<file path="config.mk">
export PLATFORM = sky130hd
export DESIGN_NAME = rv32i_mc_ctrl
export DESIGN_NICKNAME = d
export VERILOG_FILES = /design/src/rtl/rv32i_mc_ctrl.sv
export SDC_FILE = /design/constraint.sdc
export NUM_CORES = 1
export LEC_CHECK = 0
export ABC_CLOCK_PERIOD_IN_PS = 3000
export CAP_MARGIN = 15
export CORE_ASPECT_RATIO = 1.2
export CORE_MARGIN = 10
export CORE_UTILIZATION = 61
export DETAILED_ROUTE_END_ITERATION = 8
export DONT_BUFFER_PORTS = 1
export GPL_ROUTABILITY_DRIVEN = 0
export GPL_TIMING_DRIVEN = 0
export PLACE_DENSITY = 0.87
export SYNTH_ARGS = -nofsm -noshare
export SYNTH_HDL_FRONTEND = slang
export SYNTH_SLANG_ARGS = --single-unit
</file>
<file path="constraint.sdc">
create_clock -name clk -period 3 [get_ports clk]
set_input_delay 0.9 -clock clk [delete_from_list [all_inputs] [get_ports clk]]
set_output_delay 0.9 -clock clk [all_outputs]
set_load 0.01 [all_outputs]
</file>
<file path="src/rtl/rv32i_mc_ctrl.sv">
// rtl/rv32i_mc_ctrl.sv - multi-cycle FETCH/DECODE/EXEC/MEM/WB sequencing controller for RV32I
// Optional retired-instruction and cycle counters: define RV32I_CTRL_PERF_CNT_EN.
module rv32i_mc_ctrl #(
    parameter logic [1:0] RESET_PC_SEL = 2'd0
) (
    input  logic        clk,
    input  logic        rst,
    input  logic [15:0] opcode,
    input  logic        br_taken,
    output logic        imem_req,
    input  logic        imem_ack,
    output logic        ir_we,
    output logic        dmem_req,
    output logic        dmem_we,
    input  logic        dmem_ack,
    output logic        rf_we,
    output logic        pc_we,
    output logic [1:0]  pc_src,
    output logic [1:0]  wb_sel,
    output logic        alu_a_sel,
    output logic        alu_b_sel,
    output logic        halt,
    output logic [31:0] cycle_cnt,
    output logic [31:0] instret_cnt
);
    typedef enum logic [2:0] {
        FETCH  = 3'd0,
        DECODE = 3'd1,
        EXEC   = 3'd2,
        MEM    = 3'd3,
        WB     = 3'd4,
        TRAP   = 3'd5
    } state_t;

    state_t     state;
    state_t     state_next;
    logic       taken_q;
    logic [6:0] major;
    logic       is_r, is_i, is_load, is_store, is_branch;
    logic       is_lui, is_auipc, is_jal, is_jalr, legal;
    logic       unused_opcode_bits;

    assign major              = opcode[6:0];
    assign unused_opcode_bits = ^opcode[15:7];

    assign is_r      = (major == 7'b0110011);
    assign is_i      = (major == 7'b0010011);
    assign is_load   = (major == 7'b0000011);
    assign is_store  = (major == 7'b0100011);
    assign is_branch = (major == 7'b1100011);
    assign is_lui    = (major == 7'b0110111);
    assign is_auipc  = (major == 7'b0010111);
    assign is_jal    = (major == 7'b1101111);
    assign is_jalr   = (major == 7'b1100111);
    assign legal     = is_r | is_i | is_load | is_store | is_branch |
                       is_lui | is_auipc | is_jal | is_jalr;

    always_ff @(posedge clk) begin
        if (rst) begin
            state   <= FETCH;
            taken_q <= 1'b0;
        end else begin
            state <= state_next;
            if (state == EXEC) begin
                taken_q <= br_taken;
            end
        end
    end

    // Reset gates every output combinationally so a pending request drops while rst is held.
    always_comb begin
        state_next = state;
        imem_req   = 1'b0;
        ir_we      = 1'b0;
        dmem_req   = 1'b0;
        dmem_we    = 1'b0;
        rf_we      = 1'b0;
        pc_we      = 1'b0;
        pc_src     = 2'd0;
        wb_sel     = 2'd0;
        alu_a_sel  = 1'b0;
        alu_b_sel  = 1'b0;
        halt       = 1'b0;
        if (rst) begin
            pc_src = RESET_PC_SEL;
        end else begin
            case (state)
                FETCH: begin
                    imem_req = 1'b1;
                    ir_we    = imem_ack;
                    if (imem_ack) begin
                        state_next = DECODE;
                    end
                end
                DECODE: begin
                    state_next = legal ? EXEC : TRAP;
                end
                EXEC: begin
                    alu_a_sel  = is_auipc | is_jal | is_branch;
                    alu_b_sel  = ~(is_r | is_branch);
                    state_next = (is_load | is_store) ? MEM : WB;
                end
                MEM: begin
                    dmem_req = 1'b1;
                    dmem_we  = is_store;
                    if (dmem_ack) begin
                        state_next = WB;
                    end
                end
                WB: begin
                    pc_we  = 1'b1;
                    rf_we  = ~(is_store | is_branch);
                    if (is_load) begin
                        wb_sel = 2'd1;
                    end else if (is_jal | is_jalr) begin
                        wb_sel = 2'd2;
                    end
                    if (is_jal | (is_branch & taken_q)) begin
                        pc_src = 2'd1;
                    end else if (is_jalr) begin
                        pc_src = 2'd2;
                    end
                    state_next = FETCH;
                end
                TRAP: begin
                    halt = 1'b1;
                end
                default: begin
                    state_next = FETCH;
                end
            endcase
        end
    end

`ifdef RV32I_CTRL_PERF_CNT_EN
    logic [31:0] cycle_q;
    logic [31:0] instret_q;

    always_ff @(posedge clk) begin
        if (rst) begin
            cycle_q   <= 32'd0;
            instret_q <= 32'd0;
        end else begin
            cycle_q <= cycle_q + 32'd1;
            if (state == WB) begin
                instret_q <= instret_q + 32'd1;
            end
        end
    end

    assign cycle_cnt   = cycle_q;
    assign instret_cnt = instret_q;
`else
    assign cycle_cnt   = 32'd0;
    assign instret_cnt = 32'd0;
`endif

endmodule
</file>
Word level (Yosys, flattened, before mapping):

Cells that the tools add are included.

* logic and storage cells: 70
* output and inout port bits: 77
* register bits: 4

* eq/ne operators: 16
* bitwise operators: 19
* reduce and logical (&&, ||, !) cells: 2
* muxes and demuxes: 31

Operators by type and width (count)
* $eq A7 B6 Y1 const B: 3
* $eq A7 B7 Y1 const B: 3
* $mux W1: 18
* $mux W2: 8
* $or A1 B1 Y1: 15
* $pmux W3 S5: 1
* $eq A7 B5 Y1 const B: 2
* $mux W3: 4
* $eq A7 B2 Y1 const B: 1
* $eq A3 B2 Y1 const B: 2
* $eq A3 B3 Y1 const B: 2
* $ne A2 B2 Y1 const B: 2
* $eq A3 B1 Y1 const B: 1
* $logic_not A3 Y1: 1
* $not A1 Y1: 3
* $reduce_and A3 Y1: 1
* $and A1 B1 Y1: 1

Depth between registers and ports, before layout:

* depth in word-level cells: 11
* gate-level depth with buffers: 5
* mapped depth without buffers: 4

Worst setup path after synthesis:

OpenSTA, ideal clock, no wires.

* path type: in2out
* start: input port rst
* end: output port pc_src[1]
* arrival time: 1.927 ns
* stages on the path: 4
* slack: 0.173 ns
* path buffers: 0
* path through: or4b_4 nor3_2 and2_2 and2b_1

* cells in the longest elaborated chain, start to end: 1

Ends and longest elaborated chain
* from (decl): line 7 `input logic rst,`
* $mux W2: line 84 `if (rst) begin`
* to (decl): line 18 `output logic [1:0] pc_src,`

No other way between the ends.

Worst setup path in the final report:

Same ends and word-level chain as after synthesis.

==> qor.txt <==
status - complete, no violations
fraction of layout cells with a size suffix above 1 - 37.9%
Crit path required time - 2100 ps
final critical-path share of the clock period - 96.7%
final setup violation count - 0
P_leak - 0.722 nW
# hold bufs at CTS - 0
post-synth top area cell - buf_4
H-tree lvl count - 1
initial antenna violation count - 0
RSZ-0062 raised after global routing - no
drt initial violations - 15
Yosys reg bits - 4
Slew @ Worst Pin - 671 ps
die area - 3540 sq um
gr ovfl total - 0
row cnt - 15
YS warnings - 0
Syn Area/Cell - 7.37 sq um
DRC - 0
CTS tree - done
Layout area overhead - 30.1%
Tot GR Track Use - 13.7%
largest net degree at the start of global routing - 11
Peak Freq - 0.345 GHz
Die H - 63.3 microns
PwrDens - 231 nW/um^2
largest cells by area after synthesis - buf_4 (51%), dfxtp_1 (8.4%), nand2_1 (3.6%)
ANT cells - 0
Startpoint Class - input port
setup_tns - 0 ps
Hold Violations, Final - 0
post-CTS setup repair buffer count - 0
max-cap violations - 0
crit end category - output port
CTS Buffer Depth - 2
clock skew - 5.49 ps
CTS clk-pin slew, worst paths - 40 ps
Crit Path Max Fanout - 9
1st-pass router iterations - 4
Gate Count Post-Synth - 129
routed wire length per instance - 12.3 microns
sequential element share of the synthesized area - 8.42%
Mapped Area - 951 sq um
Core ar. - 1460 sq um
via/cell ratio - 4.06
Sink Count - 4
minimum clock period - 2900 ps
root buf cell - clkbuf_4
Setup CP Type - input port to output port
nets@finish - 218
vias in the first global route - 823
remaining antenna violation count - 0
dpl hpwl - 2330 microns
VDD IR max - 0.193 mV
initial core utilization - 65.0%
first-pass GRT wire length - 3880 microns
number of CTS-inserted buffers - 3
Final Max Tran Viols - 0
most frequent cell after synthesis - buf_4
WL final - 2600 microns
Die Width - 56.0 microns
insertion delay to the later sink of the worst-skew pair - 240 ps
HP Class - register to register
ys async rst share - 0%
Synth Flop Type - dfxtp_1
number of library cell types mapped by synthesis - 37
Yosys top cell area share - 50.5%
I/O Buffers - 0
vias - 861
# IOs - 98
Post-synth top cells - buf_4 (64), nand2_1 (9), nor2_1 (6), dfxtp_1 (4)
hold slack - 452 ps
headroom to the max-slew limit - 54.8%
Post-synth EDFFs - 0
Worst EP arrival - 2000 ps
[layout by cell type, fill, tap and decap left out, types with 3 or more instances in the layout]
master	n
nand3b_1	3
nand2b_1	3
dfxtp_1	4
nand2_1	9
clkbuf_4	3
buf_4	64
nor3_1	3
conb_1	64
nor2_1	6
o21ai_0	3
[logic make-up after synthesis]
family,Yosys count,synth area share [%]
simple gates,38,24.1
mux,1,1.05
xor+xnor,1,0.921
buf+inv,69,53.3
other cells,1,0.394
compound gates,15,11.8
flops,4,8.42
[final timing paths]
kind | startpoint | end | slack (ps) | cells after the start
setup reg to reg | state[1]$_SDFFE_PP0P_ | state[0]$_SDFFE_PP0P_ | 1680 | 4
hold reg to reg | taken_q$_SDFFE_PP0N_ | taken_q$_SDFFE_PP0N_ | 450 | 2
hold / removal | taken_q$_SDFFE_PP0N_ | taken_q$_SDFFE_PP0N_ | 450 | 2
setup / recovery | rst | pc_src[1] | 100 | 4
[what timing repair did]
item / CTS / global route
hold endpoints to repair: 0 / 0
setup endpoints to repair: 0 / 1
resized for setup: 0 / 1
[per-layer routing]
metal / wire, microns / global-route usage (%) / vias to the layer above
met5: 0 / 0 / -
met4: 68 / 7.53 / 0
met3: 388 / 9.82 / 6
met2: 1380 / 25.0 / 49
met1: 765 / 9.96 / 370
li1: - / - / 436
[sequential cells by signal (all words and copies together), names as in the netlist]
| register | count |
|---|---|
| state | 3 |
| taken_q | 1 |
[power breakdown]
part           internal, mW  switching [mW]  leakage (nW)
Sequential           0.0568         0.00157        0.0326
Clock                0.0449          0.0243        0.0138
Combinational        0.0772          0.0805         0.676
[stage by stage]
stage	power, mW	std cells	util (%)	cell area (sq um)	setup WS [ps]
2_1_floorplan	0.199	192	-	1190	173
3_3_place_gp	0.205	209	82.6	1210	113
3_5_place_dp	0.207	209	82.6	1210	105
4_1_cts	0.277	212	84.1	1230	57.7
5_1_grt	0.309	212	84.5	1240	67.2
6_report	0.285	212	84.5	1240	99.3
[area by class of cell]
| type | instances | area [sq um] |
|---|---|---|
| inverters | 2 | 7.51 |
| multi-input cells | 119 | 607 |
| well taps | 17 | 21.3 |
| clock buffers | 3 | 22.5 |
| fillers | 101 | 226 |
| plain buffers | 67 | 499 |
| flip-flops and latches | 4 | 80.1 |
[worst max-delay path, cell delays in order]
cell,delay [ps]
or4b_4,500
nor3_2,210
and2_2,200
and2b_1,180
Power figures use the tool's default switching activity.
